File: config.mk
export PLATFORM = sky130hd
export DESIGN_NAME = retire_commit_flat
export DESIGN_NICKNAME = d
export VERILOG_FILES = /design/src/rtl/retire_commit_pkg.sv /design/src/rtl/retire_commit_if.sv /design/src/rtl/retire_commit_rrat_file.sv /design/src/rtl/retire_commit.sv /design/src/flat_wrapper.sv
export SDC_FILE = /design/constraint.sdc
export NUM_CORES = 1
export LEC_CHECK = 0
export ABC_AREA = 1
export CAP_MARGIN = 20
export CORE_MARGIN = 2
export CORE_UTILIZATION = 43
export DETAILED_ROUTE_END_ITERATION = 6
export HOLD_SLACK_MARGIN = 0.12
export PLACE_DENSITY = 0.72
export SETUP_SLACK_MARGIN = 0.02
export SYNTH_ARGS = -nofsm -noshare
export SYNTH_HDL_FRONTEND = slang
export SYNTH_SLANG_ARGS = --single-unit
File: constraint.sdc
create_clock -name CLK -period 2 [get_ports CLK]
set_clock_uncertainty 0.2 [all_clocks]
set_input_delay 0.2 -clock CLK [delete_from_list [all_inputs] [get_ports CLK]]
set_output_delay 0.2 -clock CLK [all_outputs]
set_load 0.1 [all_outputs]
File: src/rtl/retire_commit_pkg.sv
// rtl/retire_commit_pkg.sv - shared ROB head field layout, retire state encoding, RRAT packing widths
package retire_commit_pkg;

  localparam int COMPLETE_BIT  = 0;
  localparam int MISPRED_BIT   = 1;
  localparam int DEST_REQD_BIT = 2;
  localparam int ARCH_LSB      = 3;
  localparam int ARCH_W        = 5;
  localparam int PHYS_LSB      = 8;
  localparam int PC_W          = 32;

  typedef enum logic [1:0] {
    ST_RUN     = 2'd0,
    ST_DRAIN   = 2'd1,
    ST_RECOVER = 2'd2
  } state_t;

  function automatic int pc_lsb(int phys_w);
    return PHYS_LSB + phys_w;
  endfunction

  // Flat RAT image: entry i occupies bits [p*i +: p]; rename unpacks with the same width.
  function automatic int rrat_flat_w(int phys_w, int arch_regs);
    return phys_w * arch_regs;
  endfunction

endpackage

File: src/rtl/retire_commit_if.sv
// rtl/retire_commit_if.sv - ROB / freelist / rename / fetch signals around the retire stage
interface retire_commit_if
  import retire_commit_pkg::*;
#(
  parameter int PHYSREGS_DEPTH = 6,
  parameter int ARCHREGS_DEPTH = 32,
  parameter int ROBHEAD_WIDTH  = 40 + PHYSREGS_DEPTH
);
  logic                                               fROB_empty_IN;
  logic [ROBHEAD_WIDTH-1:0]                           fROB_headData_IN;
  logic                                               tROB_popReq_OUT;
  logic                                               fFreeL_full_IN;
  logic                                               tFreeL_pushReq_OUT;
  logic [PHYSREGS_DEPTH-1:0]                          tFreeL_pushData_OUT;
  logic                                               tRenRatOverwrite_OUT;
  logic [rrat_flat_w(PHYSREGS_DEPTH, ARCHREGS_DEPTH)-1:0] tRenRatOverwriteData_OUT;
  logic                                               tFlush_OUT;
  logic                                               tFreeze_OUT;
  logic                                               tRedirectValid_OUT;
  logic [PC_W-1:0]                                    tRedirectPC_OUT;
  logic [31:0]                                        tRetireCount_OUT;

  modport master (
    input  fROB_empty_IN, fROB_headData_IN, fFreeL_full_IN,
    output tROB_popReq_OUT, tFreeL_pushReq_OUT, tFreeL_pushData_OUT,
           tRenRatOverwrite_OUT, tRenRatOverwriteData_OUT, tFlush_OUT,
           tFreeze_OUT, tRedirectValid_OUT, tRedirectPC_OUT, tRetireCount_OUT
  );

  modport slave (
    output fROB_empty_IN, fROB_headData_IN, fFreeL_full_IN,
    input  tROB_popReq_OUT, tFreeL_pushReq_OUT, tFreeL_pushData_OUT,
           tRenRatOverwrite_OUT, tRenRatOverwriteData_OUT, tFlush_OUT,
           tFreeze_OUT, tRedirectValid_OUT, tRedirectPC_OUT, tRetireCount_OUT
  );
endinterface

File: src/rtl/retire_commit_rrat_file.sv
// rtl/retire_commit_rrat_file.sv - retirement RAT storage, one write port, one read port, flat image
module rrat_file
  import retire_commit_pkg::*;
#(
  parameter int P = 6,
  parameter int N = 32
) (
  input  logic              clk,
  input  logic              resetn,
  input  logic              we,
  input  logic [ARCH_W-1:0] waddr,
  input  logic [P-1:0]      wdata,
  input  logic [ARCH_W-1:0] raddr,
  output logic [P-1:0]      rdata,
  output logic [P*N-1:0]    flat
);
  logic [P-1:0] regs [N];

  always_ff @(posedge clk) begin
    if (!resetn) begin
      for (int i = 0; i < N; i++) regs[i] <= P'(i);
    end else if (we) begin
      regs[waddr] <= wdata;
    end
  end

  // Read sees the pre-write value when the same entry is written this cycle.
  assign rdata = regs[raddr];

  for (genvar g = 0; g < N; g++) begin : g_flat
    assign flat[g*P +: P] = regs[g];
  end
endmodule

File: src/rtl/retire_commit.sv
// rtl/retire_commit.sv - in-order retirement: RRAT update, freelist return, mispredict drain and recovery
module retire_commit
  import retire_commit_pkg::*;
#(
  parameter int PHYSREGS_DEPTH = 6,
  parameter int ARCHREGS_DEPTH = 32,
  parameter int ROBHEAD_WIDTH  = 40 + PHYSREGS_DEPTH
) (
  input  logic             CLK,
  input  logic             RESET,
  retire_commit_if.master  bus
);
  localparam int P = PHYSREGS_DEPTH;

  state_t              state;
  logic                pop;
  logic                rrat_we;
  logic [P-1:0]        rrat_old;
  logic [P*ARCHREGS_DEPTH-1:0] rrat_flat;
  logic [PC_W-1:0]     pc_q;
  logic                recover_q;
  logic                freeze_q;
  logic                push_q;
  logic [P-1:0]        push_data_q;
  logic [31:0]         count_q;

  logic                head_complete, head_mispred, head_dest;
  logic [ARCH_W-1:0]   head_arch;
  logic [P-1:0]        head_phys;
  logic [PC_W-1:0]     head_pc;

  assign head_complete = bus.fROB_headData_IN[COMPLETE_BIT];
  assign head_mispred  = bus.fROB_headData_IN[MISPRED_BIT];
  assign head_dest     = bus.fROB_headData_IN[DEST_REQD_BIT];
  assign head_arch     = bus.fROB_headData_IN[ARCH_LSB +: ARCH_W];
  assign head_phys     = bus.fROB_headData_IN[PHYS_LSB +: P];
  assign head_pc       = bus.fROB_headData_IN[pc_lsb(P) +: PC_W];

  always_comb begin
    pop = 1'b0;
    case (state)
      ST_RUN:   pop = !bus.fROB_empty_IN && head_complete && !bus.fFreeL_full_IN;
      ST_DRAIN: pop = !bus.fROB_empty_IN && !bus.fFreeL_full_IN;
      default:  pop = 1'b0;
    endcase
    if (!RESET) pop = 1'b0;
  end

  assign rrat_we = (state == ST_RUN) && pop && head_dest && (head_arch != '0);

  rrat_file #(.P(P), .N(ARCHREGS_DEPTH)) u_rrat (
    .clk    (CLK),
    .resetn (RESET),
    .we     (rrat_we),
    .waddr  (head_arch),
    .wdata  (head_phys),
    .raddr  (head_arch),
    .rdata  (rrat_old),
    .flat   (rrat_flat)
  );

  always_ff @(posedge CLK) begin
    if (!RESET) begin
      state       <= ST_RUN;
      pc_q        <= '0;
      recover_q   <= 1'b0;
      freeze_q    <= 1'b0;
      push_q      <= 1'b0;
      push_data_q <= '0;
      count_q     <= '0;
    end else begin
      push_q    <= pop && head_dest;
      recover_q <= 1'b0;
      // Committed writes free the previous mapping; arch 0 and squashed entries free their own tag.
      if (pop && head_dest)
        push_data_q <= rrat_we ? rrat_old : head_phys;
      else
        push_data_q <= '0;
      case (state)
        ST_RUN: begin
          if (pop) begin
            count_q <= count_q + 32'd1;
            if (head_mispred) begin
              pc_q     <= head_pc;
              state    <= ST_DRAIN;
              freeze_q <= 1'b1;
            end
          end
        end
        ST_DRAIN: begin
          if (bus.fROB_empty_IN) begin
            state     <= ST_RECOVER;
            freeze_q  <= 1'b0;
            recover_q <= 1'b1;
          end
        end
        default: state <= ST_RUN;
      endcase
    end
  end

  assign bus.tROB_popReq_OUT          = pop;
  assign bus.tFreeL_pushReq_OUT       = push_q;
  assign bus.tFreeL_pushData_OUT      = push_data_q;
  assign bus.tRenRatOverwrite_OUT     = recover_q;
  assign bus.tRenRatOverwriteData_OUT = recover_q ? rrat_flat : '0;
  assign bus.tFlush_OUT               = recover_q;
  assign bus.tFreeze_OUT              = freeze_q;
  assign bus.tRedirectValid_OUT       = recover_q;
  assign bus.tRedirectPC_OUT          = recover_q ? pc_q : '0;
  assign bus.tRetireCount_OUT         = count_q;
endmodule

File: src/flat_wrapper.sv
// flat-port wrapper written by rule: the top's interface ports become plain ports
module retire_commit_flat import retire_commit_pkg::*;
#(
  parameter int PHYSREGS_DEPTH = 6,
  parameter int ARCHREGS_DEPTH = 32,
  parameter int ROBHEAD_WIDTH  = 40 + PHYSREGS_DEPTH
)
  (CLK, RESET, bus_fROB_empty_IN, bus_fROB_headData_IN, bus_fFreeL_full_IN, bus_tROB_popReq_OUT, bus_tFreeL_pushReq_OUT, bus_tFreeL_pushData_OUT, bus_tRenRatOverwrite_OUT, bus_tRenRatOverwriteData_OUT, bus_tFlush_OUT, bus_tFreeze_OUT, bus_tRedirectValid_OUT, bus_tRedirectPC_OUT, bus_tRetireCount_OUT);
  retire_commit_if #(.PHYSREGS_DEPTH(PHYSREGS_DEPTH), .ARCHREGS_DEPTH(ARCHREGS_DEPTH), .ROBHEAD_WIDTH(ROBHEAD_WIDTH)) bus_i ();
  input  logic CLK;
  input  logic RESET;
  input wire logic [$bits(bus_i.fROB_empty_IN)-1:0] bus_fROB_empty_IN;
  input wire logic [$bits(bus_i.fROB_headData_IN)-1:0] bus_fROB_headData_IN;
  input wire logic [$bits(bus_i.fFreeL_full_IN)-1:0] bus_fFreeL_full_IN;
  output wire logic [$bits(bus_i.tROB_popReq_OUT)-1:0] bus_tROB_popReq_OUT;
  output wire logic [$bits(bus_i.tFreeL_pushReq_OUT)-1:0] bus_tFreeL_pushReq_OUT;
  output wire logic [$bits(bus_i.tFreeL_pushData_OUT)-1:0] bus_tFreeL_pushData_OUT;
  output wire logic [$bits(bus_i.tRenRatOverwrite_OUT)-1:0] bus_tRenRatOverwrite_OUT;
  output wire logic [$bits(bus_i.tRenRatOverwriteData_OUT)-1:0] bus_tRenRatOverwriteData_OUT;
  output wire logic [$bits(bus_i.tFlush_OUT)-1:0] bus_tFlush_OUT;
  output wire logic [$bits(bus_i.tFreeze_OUT)-1:0] bus_tFreeze_OUT;
  output wire logic [$bits(bus_i.tRedirectValid_OUT)-1:0] bus_tRedirectValid_OUT;
  output wire logic [$bits(bus_i.tRedirectPC_OUT)-1:0] bus_tRedirectPC_OUT;
  output wire logic [$bits(bus_i.tRetireCount_OUT)-1:0] bus_tRetireCount_OUT;
  assign bus_i.fROB_empty_IN = bus_fROB_empty_IN;
  assign bus_i.fROB_headData_IN = bus_fROB_headData_IN;
  assign bus_i.fFreeL_full_IN = bus_fFreeL_full_IN;
  assign bus_tROB_popReq_OUT = bus_i.tROB_popReq_OUT;
  assign bus_tFreeL_pushReq_OUT = bus_i.tFreeL_pushReq_OUT;
  assign bus_tFreeL_pushData_OUT = bus_i.tFreeL_pushData_OUT;
  assign bus_tRenRatOverwrite_OUT = bus_i.tRenRatOverwrite_OUT;
  assign bus_tRenRatOverwriteData_OUT = bus_i.tRenRatOverwriteData_OUT;
  assign bus_tFlush_OUT = bus_i.tFlush_OUT;
  assign bus_tFreeze_OUT = bus_i.tFreeze_OUT;
  assign bus_tRedirectValid_OUT = bus_i.tRedirectValid_OUT;
  assign bus_tRedirectPC_OUT = bus_i.tRedirectPC_OUT;
  assign bus_tRetireCount_OUT = bus_i.tRetireCount_OUT;
  retire_commit #(.PHYSREGS_DEPTH(PHYSREGS_DEPTH), .ARCHREGS_DEPTH(ARCHREGS_DEPTH), .ROBHEAD_WIDTH(ROBHEAD_WIDTH)) u_core (.CLK(CLK), .RESET(RESET), .bus(bus_i));
endmodule
==> impl_metrics.yaml <==
pwr:
  powerDensity_nw_per_um2: 496.7
  p_int_w: 0.009429
  seqPwrFrac_pct: 48.9
  ir_worst_vdd_mv: 0.5784
  switchingPower_w: 0.003140
  swShare_pct: 24.98
  p_leak_nw: 9.357
  clkPwrFrac_pct: 40.3
  combPwrFrac_pct: 10.9
critical_path:
  cpMostUsedCell: "buf_12"
  required_ns: 1.60
  r2r_cells: 12
  endpoint: "bus_tRenRatOverwriteData_OUT[37]"
  cp_top_family: "buffers and inverters"
  path_cells: "buf_12 -> clkbuf_16 -> nand2_1 -> clkinvlp_4 -> buf_12"
  cp_slowest_cell: "dfxtp_4"
  cp_max_fo: 14
  rrSetupSlack_ns: -0.01
  path_buf_inv: 4
  arrival_ns: 1.74
  path_depth: 5
  startpoint_type: "flop"
  end_kind: "output pin"
  worstReg2RegStart: "u_core.state[1]$_SDFFE_PN0P_"
  r2r_end: "u_core.u_rrat.regs[7][5]$_SDFFCE_PN0P_"
  max_stage_delay_ns: 0.38
  crit_start: "u_core.bus.tFlush_OUT$_SDFF_PN0_"
  crit_type: "reg -> out"
logic_synthesis:
  ys_warn_count: 0
  synth-async-reset-ratio_pct: 0
  synth_ff_type: "edfxtp_1"
  syn_inst: 2029
  ys_ff_latch: 267
  synth.avg_cell_area_sq_um: 7.051
  yosysSeqAreaShare_pct: 50.80
  synth_edf_count: 192
  synth_area_sq_um: 14310
  yosysUniqueCellTypes: 31
finish:
  finish.utilization_pct: 77.58
  syn_to_final_growth_pct: 76.89
  final_cells: 2953
  finalNetCount: 2541
  drive_gt1_share_pct: 41.27
sta:
  finalHoldViolCount: 0
  setup_viol: 228
  slew_viol_final: 0
  min_period_over_period_pct: 107.2
  period_minus_slack_ns: 2.144
  rsz0062_at_grt: "true"
  setup_ws_ns: -0.1441
  finalSetupTns_ns: -17.39
  hold_ws_ns: 0.1498
  fmax_ghz: 0.4664
outcome:
  violations: "negative setup slack"
  status: "finished with violations"
floorplanning:
  die-area_sq_um: 34750
  fp.dieH_microns: 186.4
  die_w_microns: 186.4
  coreArea_sq_um: 32620
  initial_core_util_pct: 43.86
  rows: 66
  ios: 318
grt:
  grt-ovfl-total: 0
  grt_pass1_wl_mm: 81.99
  grt_pass1_vias: 15260
  grtUsageTotal_pct: 29.80
  grt_max_degree: 60
  antenna_found_initial: 1
detailed_routing:
  wire_per_inst_microns: 18.43
  drt_pass1_iterations: 6
  ant_nets: 0
  drc_errors: 0
  post_drt_via_cell_ratio: 5.133
  num_vias: 15160
  wirelength_mm: 54.41
  drt_iter0_drc: 1449
cts:
  clock_latency_ns: 0.55
  cts_max_level: 1
  cts_root_buf: "clkbuf_16"
  clockBufferDepth: 3
  clkSlewWorstSetupHoldPaths_ns: 0.07
  cts_inserted_buffers: 29
  cts_tree: "built"
  cts.sinks: 267
place:
  dp_hpwl_mm: 35.42
  dp_cells: 2821
  portBuffers: 317
  gp_congestion: 0.9501
hold_path:
  hp-class: "in -> reg"
  min_delay_path_depth: 4
job:
  max_cap_violations: 0
state kept, by name, indices dropped and copies added (netlist names):
signal / flops
u_core.bus.tFlush_OUT: 1
u_core.bus.tFreeL_pushData_OUT: 6
u_core.u_rrat.regs: 192
u_core.bus.tFreeze_OUT: 1
u_core.state: 2
u_core.pc_q: 32
u_core.bus.tRetireCount_OUT: 32
u_core.bus.tFreeL_pushReq_OUT: 1
layout make-up:
| type | count | area [sq um] |
|---|---|---|
| clock inverter | 12 | 105.1 |
| clock buffer | 39 | 763.2 |
| fill | 1974 | 7312 |
| antenna | 1 | 2.502 |
| tap | 442 | 553.0 |
| inverter | 321 | 2076 |
| sequential | 267 | 7331 |
| multi-input combinational | 1347 | 6761 |
| timing repair buffer | 524 | 7715 |
worst min-delay path: cells and delay by family:
| family | cells | cell delay [ns] |
|---|---|---|
| buffers and inverters | 2 | 0.42 |
| and+or+nand+nor | 2 | 0.17 |
metrics by stage:
stage	total power [W]	setup WS [ns]	instance area [sq um]
2_1_floorplan	0.006841	-0.03210	15310
3_3_place_gp	0.007361	-0.6753	21970
3_5_place_dp	0.007383	-0.7276	21970
4_1_cts	0.01247	-0.1189	24650
5_1_grt	0.01289	-0.1800	25300
6_report	0.01257	-0.1441	25310
Yosys cell counts (2+ instances only):
master / number / area [sq um]
nand2_4: 5 / 56.30
buf_1: 9 / 33.78
o21ai_0: 8 / 40.04
nand2_2: 5 / 31.28
nand2_1: 918 / 3446
buf_4: 2 / 15.01
a21oi_1: 58 / 290.3
inv_1: 300 / 1126
xor2_1: 2 / 17.52
dfxtp_1: 75 / 1501
nor2_2: 17 / 106.4
edfxtp_1: 192 / 5766
nand3_1: 82 / 410.4
inv_2: 20 / 75.07
nor2_4: 2 / 22.52
xnor2_1: 6 / 52.55
clkbuf_1: 79 / 296.5
nor3_1: 8 / 40.04
buf_2: 8 / 40.04
nor2_1: 217 / 814.5
nand4_1: 6 / 37.54
timing repair:
action	4_1_cts	5_1_grt
gates cloned	12	6
setup endpoints to repair	554	599
setup buffers	20	6
hold buffers	35	1
pin swaps	25	23
resized for setup	278	129
hold endpoints to repair	36	9
power groups by stage:
stage / Clock [W] / Sequential, W / Combinational, W
after floorplan: 0 / 0.00622 / 0.000624
after global placement: 0 / 0.00622 / 0.00114
after detailed placement: 0 / 0.00623 / 0.00116
after CTS: 0.00505 / 0.00613 / 0.00130
after global routing: 0.00530 / 0.00615 / 0.00145
final: 0.00506 / 0.00614 / 0.00137
worst min-delay path by stage:
stage	to	startpoint	slack [ns]
floorplan	u_core.bus.tFreeL_pushReq_OUT$_SDFF_PN0_	bus_fROB_headData_IN[2]	0.14
global placement	u_core.pc_q[29]$_SDFFE_PN0P_	u_core.pc_q[29]$_SDFFE_PN0P_	0.25
detailed placement	u_core.pc_q[27]$_SDFFE_PN0P_	u_core.pc_q[27]$_SDFFE_PN0P_	0.25
CTS	u_core.u_rrat.regs[8][3]$_SDFFCE_PN1P_	bus_fROB_headData_IN[3]	0.14
global route	u_core.u_rrat.regs[8][3]$_SDFFCE_PN1P_	bus_fROB_headData_IN[3]	0.16
finish	u_core.u_rrat.regs[8][3]$_SDFFCE_PN1P_	bus_fROB_headData_IN[3]	0.15
logic make-up (layout without fill, tap and decap cells):
logic type	after synthesis	count (layout)	share of synthesized area [%]
other cells	1	7	0.02621
buf+inv	420	896	11.19
simple gates	1263	1263	34.89
xor+xnor	8	8	0.4898
fa+ha+maj	1	1	0.08744
flops	267	267	50.80
compound gates	69	69	2.519
metal layers:
layer / track usage [%] / routed length, microns / up-vias
li1: - / - / 7032
met4: 13.35 / 2472 / 0
met1: 33.13 / 18520 / 6979
met2: 52.81 / 27110 / 962
met5: 0 / 0 / -
met3: 8.614 / 6308 / 186
cell usage in the layout (no fill, tap or decap), types with 8 or more instances in the layout:
cell type / count
a21oi_1: 58
buf_12: 250
buf_16: 15
buf_4: 153
buf_6: 14
clkbuf_1: 10
clkbuf_16: 34
clkdlybuf4s50_1: 46
clkinv_1: 8
clkinvlp_4: 224
dfxtp_1: 44
dfxtp_2: 21
dfxtp_4: 10
dlygate4sd3_1: 36
edfxtp_1: 192
inv_1: 61
inv_2: 28
nand2_1: 714
nand2_2: 135
nand2_4: 65
nand2_8: 14
nand3_1: 80
nor2_1: 188
nor2_2: 8
nor2_4: 40
o21ai_0: 8
(Power assumes the default switching activity.)
